File: src/rtl/pred_writeback_unit.sv
// pred_writeback_unit
//   Predicate writeback stage in front of predicate_register_block.
//   Per-warp predicate results (LANES lanes, 1 bit each) enter through a
//   valid/ready handshake and are held in an in-order FIFO of DEPTH entries.
//   One write per granted cycle is drained onto the register block write port.
//   A combinational pending-write query supports predicate RAW hazard checks.
//
// Optional feature macro: PRED_WB_BYPASS_EN
//   When defined, a result arriving while the FIFO is empty and the write port
//   is granted is written in the same cycle without being enqueued.
//
// Ports
//   clk, rst           clock; synchronous active-high reset
//   in_valid/in_ready  result handshake
//   in_warp, in_preg   destination warp / predicate register
//   in_mask, in_data   active-lane mask and per-lane predicate value
//   pr_wr_req          head entry (or bypass) wants the write port
//   pr_wr_gnt          write port granted this cycle
//   pr_write_en        per-lane write enables to the register block
//   pr_waddr, pr_wdata write address / data to the register block
//   pr_warp_selector   warp for this write
//   hz_warp, hz_preg   hazard query target
//   hz_pending         some queued write targets (hz_warp, hz_preg)
//   count              current FIFO occupancy
module pred_writeback_unit #(
  parameter int DEPTH  = 4,
  parameter int LANES  = 16,
  parameter int WARP_W = 4,
  parameter int PREG_W = 4
) (
  input  logic                     clk,
  input  logic                     rst,
  input  logic                     in_valid,
  output logic                     in_ready,
  input  logic [WARP_W-1:0]        in_warp,
  input  logic [PREG_W-1:0]        in_preg,
  input  logic [LANES-1:0]         in_mask,
  input  logic [LANES-1:0]         in_data,
  output logic                     pr_wr_req,
  input  logic                     pr_wr_gnt,
  output logic [LANES-1:0]         pr_write_en,
  output logic [PREG_W-1:0]        pr_waddr,
  output logic [LANES-1:0]         pr_wdata,
  output logic [WARP_W-1:0]        pr_warp_selector,
  input  logic [WARP_W-1:0]        hz_warp,
  input  logic [PREG_W-1:0]        hz_preg,
  output logic                     hz_pending,
  output logic [$clog2(DEPTH):0]   count
);

  localparam int AW = $clog2(DEPTH);
  localparam int CW = AW + 1;

  logic [AW-1:0]     wptr;
  logic [AW-1:0]     rptr;
  logic [CW-1:0]     cnt;
  logic [DEPTH-1:0]  e_valid;
  logic [WARP_W-1:0] e_warp [DEPTH];
  logic [PREG_W-1:0] e_preg [DEPTH];
  logic [LANES-1:0]  e_mask [DEPTH];
  logic [LANES-1:0]  e_data [DEPTH];

  logic bypass;
  logic push;
  logic pop;
  logic not_empty;

  assign count     = cnt;
  assign not_empty = (cnt != '0);
  assign in_ready  = (cnt < CW'(DEPTH));

`ifdef PRED_WB_BYPASS_EN
  assign bypass = !rst && !not_empty && in_valid && (in_mask != '0) && pr_wr_gnt;
`else
  assign bypass = 1'b0;
`endif

  // Zero-mask results are accepted but never allocate an entry.
  assign push = in_valid && in_ready && (in_mask != '0) && !bypass;
  assign pop  = not_empty && pr_wr_gnt && !rst;

  always_comb begin
    pr_wr_req        = not_empty;
    pr_write_en      = '0;
    pr_waddr         = '0;
    pr_wdata         = '0;
    pr_warp_selector = '0;
    if (bypass) begin
      pr_wr_req        = 1'b1;
      pr_write_en      = in_mask;
      pr_waddr         = in_preg;
      pr_wdata         = in_data;
      pr_warp_selector = in_warp;
    end else if (not_empty) begin
      pr_waddr         = e_preg[rptr];
      pr_wdata         = e_data[rptr];
      pr_warp_selector = e_warp[rptr];
      if (pop) pr_write_en = e_mask[rptr];
    end
  end

  always_comb begin
    hz_pending = 1'b0;
    for (int unsigned i = 0; i < DEPTH; i++) begin
      if (e_valid[i] && (e_warp[i] == hz_warp) && (e_preg[i] == hz_preg))
        hz_pending = 1'b1;
    end
  end

  always_ff @(posedge clk) begin
    if (rst) begin
      wptr    <= '0;
      rptr    <= '0;
      cnt     <= '0;
      e_valid <= '0;
    end else begin
      // Push and pop never address the same slot: push needs a free slot,
      // pop needs an occupied one.
      if (push) begin
        e_warp[wptr]  <= in_warp;
        e_preg[wptr]  <= in_preg;
        e_mask[wptr]  <= in_mask;
        e_data[wptr]  <= in_data;
        e_valid[wptr] <= 1'b1;
        wptr          <= wptr + 1'b1;
      end
      if (pop) begin
        e_valid[rptr] <= 1'b0;
        rptr          <= rptr + 1'b1;
      end
      case ({push, pop})
        2'b10:   cnt <= cnt + 1'b1;
        2'b01:   cnt <= cnt - 1'b1;
        default: cnt <= cnt;
      endcase
    end
  end

endmodule

File: config.mk
export PLATFORM = sky130hd
export DESIGN_NAME = pred_writeback_unit
export DESIGN_NICKNAME = d
export VERILOG_FILES = /design/src/rtl/pred_writeback_unit.sv
export SDC_FILE = /design/constraint.sdc
export NUM_CORES = 1
export LEC_CHECK = 0
export BUFFER_PORTS_ARGS = -buffer_cell sky130_fd_sc_hd__buf_2
export CAP_MARGIN = 10
export CORE_MARGIN = 2
export CORE_UTILIZATION = 52
export DETAILED_ROUTE_END_ITERATION = 6
export GPL_TIMING_DRIVEN = 0
export PLACE_DENSITY = 0.79
export SYNTH_ARGS = -nofsm -noshare
export SYNTH_HDL_FRONTEND = slang
export SYNTH_SLANG_ARGS = --single-unit
File: constraint.sdc
create_clock -name clk -period 2.3 [get_ports clk]
set_input_delay 0.345 -clock clk [delete_from_list [all_inputs] [get_ports clk]]
set_output_delay 0.345 -clock clk [all_outputs]
set_load 0.03 [all_outputs]
Yosys cells after proc, flatten, opt, wreduce, memory -nomap -nowiden. Memory sizes are Yosys's and may differ from the RTL's. A register that Yosys moved wholly into a read port is not among the register bits. Cells that the tools add are included.

Flip-flop bits (word level): 11. Bits in writable memories: 160. Bits of input ports: 52. Output and inout port bits: 46. Logic and storage cells: 76. Memories kept: 4.

Add/sub/neg operators: 4. $lt $le $gt $ge: 5. Eq/ne operators: 10. Mux-type cells: 28. Bitwise operators: 3. Reduce and logical (&&, ||, !) cells: 18.

Memories: e_data (words 4, bits a word 16, rd ports 1, clocked after memory_dff 1, wr ports 1, line 61) `logic [LANES-1:0] e_data [DEPTH];`; e_mask (words 4, bits a word 16, rd ports 1, clocked after memory_dff 1, wr ports 1, line 60) `logic [LANES-1:0] e_mask [DEPTH];`; e_preg (words 4, bits a word 4, rd ports 5, clocked after memory_dff 1, wr ports 1, line 59) `logic [PREG_W-1:0] e_preg [DEPTH];`; e_warp (words 4, bits a word 4, rd ports 5, clocked after memory_dff 1, wr ports 1, line 58) `logic [WARP_W-1:0] e_warp [DEPTH];`.

Operator list (count): 2-to-1 mux 16 bit (3); equality test 4 bit (8); 2-to-1 mux 4 bit (5); 2-to-1 mux 2 bit (8); nonzero test 16 bit (1); logical AND 1 bit (14); 2-to-1 mux 1 bit (9); less-than comparator 2 x 3 -> 1 bit, second input constant (2); case mux 3 bit (2 select lines) (1); adder 2 x 1 -> 2 bit, second input constant (2); bitwise AND 4 bit (1); demux 1 bit (select 2 bit) (2); greater-or-equal comparator 2 x 1 -> 1 bit, second input constant (2); NOT 4 bit (1); bitwise OR 4 bit (1); adder 3 x 1 -> 3 bit, second input constant (1); less-than comparator 3 bit, second input constant (1); nonzero test 3 bit (1); subtractor 3 x 1 -> 3 bit, second input constant (1); equality test 2 x 1 -> 1 bit, second input constant (1); equality test 2 bit, second input constant (1); nonzero test 2 bit (1); logical NOT 1 bit (1).

Logic depth before layout (Yosys ltp). Gate-level depths: netlist of run 1.

Word-level depth: 9. Mapped depth: 13. Mapped depth without buffers: 10.

Worst setup path before layout of run 1. OpenSTA, ideal clock, no wires.

Path type: reg2reg. Start point: register cnt[2] (netlist: count[2]). End point: memory e_data[0][0] (enable). Setup time: 0.401 ns. Arrival: 2.222 ns. Required time: 1.899 ns. Setup slack: -0.323 ns. Stages on the path, launching flop included: 6. Path buffers: 1. Clock period less this slack: 2.623 ns. Cells stage by stage: dfxtp_1 -> inv_1 -> and3_1 -> buf_2 -> nor2b_1 -> and2_1.

Longest elaborated chain between the ends: 6.

RTL lines: start: declaration (line 56) `logic [CW-1:0] cnt;`; start signal: assignment (line 132) `2'b10: cnt <= cnt + 1'b1;`; start signal: assignment (line 133) `2'b01: cnt <= cnt - 1'b1;`; start signal: assignment (line 134) `default: cnt <= cnt;`; less-than comparator 3 bit (line 70) `assign in_ready = (cnt < CW'(DEPTH));`; via in_ready (line 34) `output logic in_ready,`; logical AND 1 bit (2 in a row) (line 79) `assign push = in_valid && in_ready && (in_mask != '0) && !bypass;`; 2-to-1 mux 1 bit (line 119) `if (push) begin`; 2-to-1 mux 1 bit (line 111) `if (rst) begin`; 2-to-1 mux 1 bit (not written as such) (line 123) `e_data[wptr] <= in_data;`; end: declaration (line 61).

The timed path passes the listed nets, and every way through them passes these cells.

Worst setup path after layout of run 1.
Start point: register cnt[1] (netlist: count[1]). End point: register cnt[2] (netlist: count[2]).

Longest elaborated chain between the ends: 5. Elaborated cells on any way between the ends: 12. Classes of those cells: add/sub: 2; order compare: 1; eq/ne: 2; mux: 1; reduce/logical: 6.

RTL lines: less-than comparator 3 bit or nonzero test 3 bit (tied branches) (line 70, 69); logical AND 1 bit, on equally long branches (2 in a row) (line 79, 80); equality test 2 x 1 -> 1 bit or equality test 2 bit (tied branches) (line 131) `case ({push, pop})`; case mux 3 bit (2 select lines) or nonzero test 2 bit (tied branches).

Parallel ways exist; a longest one is shown, timed or not. A chain may end at the register's enable or synchronous reset.

==> run_results.csv, run 1 <==
group,metric,value,unit
status,status,"finished, final reports clean",
grt,grt_overflow,0,
timing,fin_crit_sh,98.3,%
cts,cts_tree,"yes",
power_and_ir_drop,p_total,8.79,mW
finish,seqCellArea,5080,um2
finish,drive_gt1_share,43.0,%
routing,ant_nets,0,
power_and_ir_drop,clock_power_share,32.3,%
timing,fin_skew,0.00795,ns
routing,top_layer,"met5",
logic_synthesis,synth_nets,440,
floorplanning,die_w,121,um
routing,first_pass_iters,7,
critical_path,slowest_delay,0.40,ns
floorplanning,ios,98,
routing,wl_met2,7470,um
cts,htree_levels,4,
cts,cts.clk_slew.worst_paths,0.07,ns
timing,hold_viol,0,
power_and_ir_drop,p_sw,2.52,mW
timing,setup-violations-final,0,
worst_hold_path,hold_class,"in2reg",
placement,placed_cells,649,
routing,avgViaCountPerCell,5.51,
floorplanning,rows,42,
critical_path,endpoint_kind,"flip-flop",
timing,min_period,2.26,ns
grt,grt_pass1_vias,3986,
timing,rsz0062_at_grt,"yes",
critical_path,crit_chain,"or3_4, and2_4, nand2b_4, buf_12, inv_4, ha_4, inv_4, fa_2, xor2_2, or3_1, a21oi_2",
logic_synthesis,synth_common_cells,"edfxtp_1 (160), mux4_2 (40), and2_1 (28)",
finish,multi_input_area,2000,um2
power_and_ir_drop,seq_power_share,42.1,%
routing,drt-met1-wl,5650,um
placement,place.gp.congestion,0.793,
floorplanning,initial_core_util,53.6,%
logic_synthesis,syn_area,7120,um2
finish,areaGrowthSynthToFinish,23.1,%
routing,drtIter0Drc,278,
timing,worst_pin_slew,1.16,ns
power_and_ir_drop,intPower,6.27,mW
routing,num_vias,3795,
timing,slew_headroom,22.7,%
power_and_ir_drop,ir_worst_vdd,0.000678,V
power_and_ir_drop,powerDensity,1000,nW/um2
logic_synthesis,ys_seq_elements,173,
power_and_ir_drop,combPwrFrac,25.6,%
critical_path,arrival,2.62,ns
routing,wire_per_inst,20.5,um
placement,io_buffers,95,
grt,antenna_found_initial,1,
timing,drv_slew,0,
finish,nNetsFinal,561,
critical_path,cpMostUsedCell,"inv_4",
routing,drcViolationCount,0,
finish,design_area,8770,um2
timing,setup_ws,0.0389,ns
critical_path,slowest_stage,"or3_1",
logic_synthesis,synth_area_leaders,"edfxtp_1 (67%), mux4_2 (13%), dfxtp_1 (3.7%)",
critical_path,crit_path_start_kind,"flip-flop",
cts,cts_buffers,17,
power_and_ir_drop,netSwitchingFraction,28.7,%
finish,final_cells,689,
logic_synthesis,ys_types,32,
timing,clock.fmax,442,MHz
logic_synthesis,netlist_instances,378,
critical_path,required,2.65,ns
grt,grt.total_usage,20.2,%
grt,grt_pass1_wl,21300,um
floorplanning,die_area,14700,um2
logic_synthesis,yosys.area.top_type,"edfxtp_1",
cts,clockBufferDepth,2,
logic_synthesis,yosysSeqAreaShare,71.1,%
cts,clkLatencyLatePin,0.43,ns
finish,fillers,902,
logic_synthesis,syn_area_per_cell,18.8,um2
routing,wirelength,14100,um
logic_synthesis,async_flop_share,0,%
grt,grt_max_degree,41,
power_and_ir_drop,p_leak,3.06,nW
critical_path,worstPathMaxFanout,5,
critical_path,criticalPathCategory,"reg2reg",
cts,cts_root_buf,"clkbuf_16",
logic_synthesis,yosysMostFrequentCell,"edfxtp_1",
job,cap_violations,0,
floorplanning,die_height,121,um
floorplanning,core_area,13300,um2
routing,wl_met3,871,um
placement,placed_cell_area,7850,um2
logic_synthesis,synth-edff-count,160,
cts,cts_sinks,173,
placement,preCtsSetupSlack,-0.691,ns
logic_synthesis,synth_warnings,0,
logic_synthesis,synth.top_cell.area_share,67.4,%
logic_synthesis,synthFlopType,"edfxtp_1",
finish,post-route-util,66.0,%
placement,post-dp-hpwl,8670,um
routing by layer:
layer	track usage [%]	vias to the layer above
li1	-	1714
met1	25.4	1933
met2	33.3	133
met3	6.20	13
met4	7.05	2
met5	0	-
flip-flops by register name, indices dropped and copies added (netlist names), named ones only:
signal and flops:
e_valid 4, e_mask 64, e_data 64, rptr 2
e_warp 16, e_preg 16, count 3, wptr 2
kinds of logic after synthesis:
kind of cell | synth area share (%)
fa+ha+maj | 1.86
xor+xnor | 4.43
mux | 12.8
flops | 71.1
compound gates | 1.07
buf+inv | 1.98
simple gates | 6.78
layout by cell type, fill, tap and decap left out, types with 3 or more instances in the layout:
| master | netlist | layout |
|---|---|---|
| nand4_1 | 5 | 5 |
| edfxtp_1 | 160 | 160 |
| and2_2 | 0 | 4 |
| mux4_2 | 40 | 40 |
| buf_6 | 1 | 7 |
| inv_6 | 0 | 5 |
| and2_1 | 28 | 24 |
| dfxtp_4 | 0 | 4 |
| nor3_1 | 3 | 3 |
| buf_2 | 2 | 82 |
| ha_1 | 9 | 8 |
| a211oi_1 | 4 | 4 |
| xor2_1 | 19 | 18 |
| nor2_1 | 9 | 9 |
| clkbuf_16 | 0 | 19 |
| nor2b_1 | 8 | 8 |
| clkinv_4 | 0 | 3 |
| a21oi_1 | 7 | 6 |
| dfxtp_1 | 13 | 9 |
| clkbuf_2 | 0 | 4 |
| buf_4 | 4 | 14 |
| buf_12 | 0 | 5 |
| xnor2_1 | 17 | 17 |
| clkbuf_1 | 10 | 4 |
| nor4_1 | 7 | 3 |
| inv_1 | 9 | 7 |
| nor2b_2 | 9 | 9 |
power groups by stage:
| stage | clock (mW) | sequential [mW] | combinational, mW |
|---|---|---|---|
| floorplan | 0 | 3.75 | 1.42 |
| global placement | 0 | 3.73 | 1.96 |
| detailed placement | 0 | 3.75 | 1.99 |
| CTS | 2.88 | 3.69 | 2.22 |
| global route | 3.01 | 3.71 | 2.40 |
| finish | 2.84 | 3.70 | 2.25 |
per-stage QoR:
stage                     hold slack (ns)  TNS (ns)
final                               0.127         0
after global routing                0.112    -13.38
after CTS                           0.109     -9.72
after detailed placement            0.499    -89.80
after global placement              0.493    -90.11
after floorplan                     0.418   -0.0489
path summary, 6_finish.rpt:
path | from | endpoint | slack [ns] | depth (start not counted)
worst min register to register | count[1] | count[1] | 0.54 | 2
worst max-delay path | count[1] | count[2] | 0.04 | 11
worst min-delay path | in_data[10] | e_data[3][10] | 0.13 | 1
worst max register to register | count[1] | count[2] | 0.04 | 11
what timing repair did:
| action | CTS | global route |
|---|---|---|
| pin swaps | 4 | 5 |
| setup endpoints to repair | 202 | 193 |
| resized for setup | 45 | 16 |
| hold buffers | 0 | 0 |
| setup buffers | 3 | 7 |
| gates cloned | 1 | 0 |
critical path, delay by kind of cell, from the launching register on:
family          cells  cell delay [ns]
simple gates        4             1.06
flops               1             0.35
fa+ha+maj           2             0.35
buf+inv             3             0.21
compound gates      1             0.13
xor+xnor            1             0.07
final cells by class:
| type | instances | share of cell area [%] |
|---|---|---|
| Inverter | 10 | 0.485 |
| Clock inverter | 14 | 1.81 |
| Sequential cell | 173 | 57.9 |
| Tap cell | 176 | 2.51 |
| Buffer | 14 | 1.95 |
| Timing Repair Buffer | 106 | 7.55 |
| Clock buffer | 18 | 4.89 |
| Antenna cell | 1 | 0.0285 |
| Multi-Input combinational cell | 177 | 22.8 |
No activity file was read; power rests on OpenSTA's default activity.
==> run 2: changes to the inputs <==
--- a/config.mk
+++ b/config.mk
@@ -7,8 +7,10 @@
 export LEC_CHECK = 0
 export BUFFER_PORTS_ARGS = -buffer_cell sky130_fd_sc_hd__buf_2
 export CAP_MARGIN = 10
+export CORE_ASPECT_RATIO = 1.4
 export CORE_MARGIN = 2
 export CORE_UTILIZATION = 52
+export CTS_CLUSTER_SIZE = 16
 export DETAILED_ROUTE_END_ITERATION = 6
 export GPL_TIMING_DRIVEN = 0
 export PLACE_DENSITY = 0.79
==> run 2 against run 1 <==
Effect of this change: the run now ends with setup timing left; maximum frequency decreased by 1.8%; sequential power about the same; non-clock buffer count unchanged; cell area increased by 0.17%; sequential cell count unchanged; highest routed layer is now met4.
==> run_results.csv, run 2 (same netlist as run 1, synthesis figures left out) <==
group,metric,value,unit
status,status,"complete, but fails checks",
status,violations,"setup timing",
finish,layout_commonest_cell,"edfxtp_1",
power_and_ir_drop,powerDensity,988,nW/um2
routing,drtIter0Drc,209,
critical_path,criticalPathCategory,"reg2reg",
grt,grt.total_usage,20.5,%
floorplanning,die_height,142,um
cts,cts_buffers,17,
critical_path,required,2.65,ns
routing,wire_per_inst,20.5,um
critical_path,critPathLaunch,"count[2]",
cts,clkLatencyLatePin,0.42,ns
floorplanning,ios,98,
timing,clock.fmax,434,MHz
power_and_ir_drop,ir_worst_vdd,0.000642,V
finish,final_cells,695,
grt,grt_overflow,0,
timing,setup_ws,-0.00273,ns
cts,cts_tree,"yes",
cts,cts_root_buf,"clkbuf_16",
routing,avgViaCountPerCell,5.46,
floorplanning,core_area,13400,um2
critical_path,slowest_delay,0.39,ns
timing,worst_pin_slew,1.15,ns
grt,antenna_found_initial,2,
job,cap_violations,0,
floorplanning,rows,50,
routing,drcViolationCount,0,
finish,nNetsFinal,561,
finish,reg_top3,"e_data x64, e_mask x64",
critical_path,arrival,2.65,ns
routing,num_vias,3796,
timing,fin_skew,0.00862,ns
critical_path,worstReg2RegStart,"count[2]",
placement,place.gp.congestion,0.796,
routing,wirelength,14200,um
timing,min_period,2.30,ns
placement,post-dp-hpwl,8750,um
critical_path,crit_chain,"or3_4, and2_4, nand2b_4, buf_12, inv_6, ha_4, inv_2, fa_2, xor2_2, or3_4, a21oi_2",
placement,preCtsSetupSlack,-0.698,ns
grt,grt_pass1_wl,21500,um
timing,drv_slew,0,
timing,setup-violations-final,1,
critical_path,endpoint_kind,"flip-flop",
grt,grt_max_degree,41,
critical_path,cpMostUsedCell,"or3_4",
cts,cts.clk_slew.worst_paths,0.06,ns
finish,final_cell_mix,"edfxtp_1 (160), buf_2 (85), mux4_2 (40)",
placement,io_buffers,95,
timing,fin_crit_sh,100,%
finish,areaGrowthSynthToFinish,23.3,%
critical_path,slowest_stage,"or3_4",
critical_path,crit_path_start_kind,"flip-flop",
cts,cts_sinks,173,
critical_path,worst-path-buf-inv,3,
critical_path,path_delay_family,"simple AND/OR/NAND/NOR gates",
routing,ant_nets,0,
grt,grt_pass1_vias,3991,
timing,hold_viol,0,
floorplanning,die_w,103,um
routing,first_pass_iters,4,
critical_path,worstPathMaxFanout,4,
timing,slew_headroom,23.5,%
placement,placed_cells,655,
cts,cts_hold_buf,0,
floorplanning,initial_core_util,53.2,%
cts,htree_levels,4,
worst_hold_path,hold_class,"in2reg",
power_and_ir_drop,p_leak,3.07,nW
timing,rsz0062_at_grt,"yes",
finish,drive_gt1_share,43.2,%
cts,clockBufferDepth,2,
floorplanning,die_area,14700,um2
worst_hold_path,hp-start,"in_data[5]",
-- run 2: changes by cell type in the layout (fill, tap and decap cells not counted), moves of 3 or more --
cell | before | now
nor2b_4 | 0 | 7
clkbuf_2 | 4 | 1
clkinvlp_4 | 1 | 4
buf_6 | 7 | 10
buf_2 | 82 | 85
buf_4 | 14 | 10
nor2b_2 | 9 | 2
-- run 2: what timing repair did --
action | in CTS | in global routing
pin swaps | 5 | 9
endpoints found under the setup margin | 202 | 145
cloned | 1 | 0
buffers inserted | 5 | 6
resized for setup | 55 | 18
hold endpoints to repair | 0 | 0
-- run 2: final timing paths --
path	cells past startpoint	slack, ns	endpoint
worst min-delay path	1	0.14	e_data[3][5]
worst max-delay path	11	-0.003	count[2]
worst min register to register	2	0.53	count[1]
worst max register to register	11	-0.003	count[2]
-- run 2: metal layers --
metal  vias up  part of all wire (%)  GRT usage, %
met3        23                   4.6          4.42
met1      1942                    38          24.8
li1       1709                     -             -
met5         -                     0             0
met4         0                   2.3          8.52
met2       122                    55          35.3
-- run 2: layout make-up --
class,instances,area [um2]
well taps,182,228
clock buffers,18,429
multi-input cells,177,2050
flip-flops and latches,173,5080
diodes,1,2.50
plain buffers,14,140
clock inverters,14,143
inverters,10,42.5
fillers,925,4600
repair buffers,106,664
-- run 2: power by group --
part,switching [mW],internal [mW],total [mW]
sequential,0.0828,3.61,3.70
clock,1.17,1.60,2.76
combinational,1.22,0.995,2.22
total,2.47,6.21,8.68
-- run 2: stage by stage --
step           util (%)  TNS (ns)  power [mW]  hold slack [ns]  cell area, um2
6_report           65.6  -0.00273        8.68            0.137            8780
3_5_place_dp       58.7    -82.37        5.73            0.514            7860
3_3_place_gp       58.7    -83.89        5.69            0.490            7860
5_1_grt            65.6     -9.09        8.98            0.127            8780
4_1_cts            65.0     -6.06        8.70            0.118            8700
2_1_floorplan         -   -0.0489        5.17            0.418            7160
==> run 3: changes to the inputs <==
--- a/config.mk
+++ b/config.mk
@@ -9,11 +9,11 @@
 export CAP_MARGIN = 10
 export CORE_ASPECT_RATIO = 1.4
 export CORE_MARGIN = 2
-export CORE_UTILIZATION = 52
+export CORE_UTILIZATION = 57
 export CTS_CLUSTER_SIZE = 16
 export DETAILED_ROUTE_END_ITERATION = 6
 export GPL_TIMING_DRIVEN = 0
-export PLACE_DENSITY = 0.79
+export PLACE_DENSITY = 0.82
 export SYNTH_ARGS = -nofsm -noshare
 export SYNTH_HDL_FRONTEND = slang
 export SYNTH_SLANG_ARGS = --single-unit
==> constraint.sdc (replaced) <==
create_clock -name clk -period 2.55 [get_ports clk]
set_input_delay 0.3825 -clock clk [delete_from_list [all_inputs] [get_ports clk]]
set_output_delay 0.3825 -clock clk [all_outputs]
set_load 0.03 [all_outputs]
==> run 3 against run 2 <==
Effect of this change: the flow now finishes without violations; critical path type is now reg2out; largest power group unchanged; via count shrank 1.2%; core utilization grew 3.5 points; combinational power shrank 18%; critical path depth shrank 3.
==> run_results.csv, run 3 (same netlist as run 1, synthesis figures left out) <==
group,metric,value,unit
floorplanning,ios,98,
routing,wl_met2,7260,um
critical_path,endpoint_kind,"output port",
placement,place.gp.congestion,0.815,
timing,drv_slew,0,
grt,grt.total_usage,20.6,%
routing,avgViaCountPerCell,5.70,
timing,hold_viol,0,
cts,clockBufferDepth,2,
timing,worst_pin_slew,1.14,ns
cts,cts_hold_buf,0,
routing,first_pass_iters,5,
power_and_ir_drop,ir_worst_vdd,0.000613,V
floorplanning,die_area,13400,um2
power_and_ir_drop,powerDensity,889,nW/um2
floorplanning,die_w,98.5,um
critical_path,worstPathMaxFanout,8,
routing,ant_nets,0,
power_and_ir_drop,p_total,7.52,mW
placement,post-dp-hpwl,8610,um
cts,cts_buffers,17,
worst_hold_path,hold_depth,1,
cts,cts_root_buf,"clkbuf_16",
finish,drive_gt1_share,39.8,%
grt,antenna_found_initial,1,
timing,setup-violations-final,0,
power_and_ir_drop,p_leak,2.96,nW
status,status,"finished, final reports clean",
timing,fin_skew,0.00865,ns
timing,fin_crit_sh,97.1,%
finish,layout_commonest_cell,"edfxtp_1",
routing,num_vias,3751,
timing,hold_ws,0.176,ns
timing,clock.fmax,404,MHz
cts,cts.clk_slew.worst_paths,0.07,ns
grt,grt_max_degree,41,
routing,drt-met1-wl,5320,um
finish,reg_top3,"e_data x64, e_mask x64",
timing,slew_headroom,24.1,%
floorplanning,initial_core_util,58.1,%
floorplanning,rows,48,
critical_path,required,2.17,ns
timing,setup_ws,0.0729,ns
grt,grt_pass1_vias,3881,
worst_hold_path,hold_class,"in2reg",
finish,areaGrowthSynthToFinish,18.8,%
critical_path,criticalPathCategory,"reg2out",
routing,wirelength,13500,um
cts,cts_sinks,173,
critical_path,r2r_cells,12,
floorplanning,die_height,136,um
finish,final_cell_mix,"edfxtp_1 (160), buf_2 (95), mux4_2 (40)",
routing,drtIter0Drc,154,
job,cap_violations,0,
placement,io_buffers,95,
cts,clkLatencyLatePin,0.42,ns
routing,drcViolationCount,0,
critical_path,arrival,2.09,ns
routing,wl_met3,546,um
grt,grt_overflow,0,
placement,preCtsSetupSlack,-0.528,ns
finish,design_area,8460,um2
grt,grt_pass1_wl,20300,um
cts,htree_levels,4,
routing,wire_per_inst,20.5,um
cts,cts_tree,"yes",
floorplanning,core_area,12300,um2
timing,min_period,2.48,ns
placement,placed_cell_area,7790,um2
timing,rsz0062_at_grt,"no",
finish,nNetsFinal,556,
routing,top_layer,"met4",
critical_path,crit_path_start_kind,"flip-flop",
run 3: changes by cell type in the layout (fill, tap and decap cells not counted), moves of 3 or more:
cell and delta:
buf_2 +10, buf_4 -7, buf_6 -5, buf_8 -3
clkbuf_2 +3, clkinv_4 +3, dfxtp_4 -3, inv_6 -3
nor2b_2 +7, nor2b_4 -7
run 3: power breakdown:
group | total (mW) | internal, mW | switching [mW]
Sequential | 3.33 | 3.25 | 0.0750
Clock | 2.39 | 1.34 | 1.05
Combinational | 1.81 | 0.751 | 1.05
Total | 7.52 | 5.35 | 2.18
run 3: through the flow:
stage | util [%] | setup TNS, ns | std cells
final | 69.1 | 0 | 658
after global routing | 69.0 | 0 | 657
after CTS | 68.3 | 0 | 655
after detailed placement | 63.6 | -51.94 | 623
after global placement | 63.6 | -49.23 | 623
after floorplan | - | 0 | 378
run 3: cell type report:
class / instances / area, um2
well taps: 150 / 188
fillers: 816 / 3790
inverters: 10 / 37.5
clock buffers: 18 / 429
clock inverters: 14 / 123
diodes: 1 / 2.50
plain buffers: 16 / 120
multi-input cells: 177 / 1960
flip-flops and latches: 173 / 5070
repair buffers: 99 / 533
run 3: worst paths after layout:
path | from | to | slack, ns
worst max register to register | count[0] | count[2] | 0.09
worst min-delay path | in_preg[2] | e_preg[3][2] | 0.18
worst min register to register | count[2] | count[2] | 0.53
worst max-delay path | count[0] | pr_write_en[7] | 0.07
run 3: critical path, stage by stage (launching register included):
cell,delay (ns)
dfxtp_2,0.34
or3_4,0.45
and2_4,0.18
buf_6,0.13
nand2b_4,0.11
buf_12,0.15
buf_12,0.10
nor2b_2,0.03
buf_2,0.17
run 3: timing repair:
item | in CTS | in global routing
setup buffers | 0 | 4
pin swaps | 0 | 2
endpoints found under the setup margin | 8 | 40
gates resized for setup | 8 | 17
run 3: per-layer routing:
layer	track usage, %	vias up
li1	-	1705
met1	25.1	1916
met2	35.3	104
met3	4.42	26
met4	10.1	0
met5	0	-
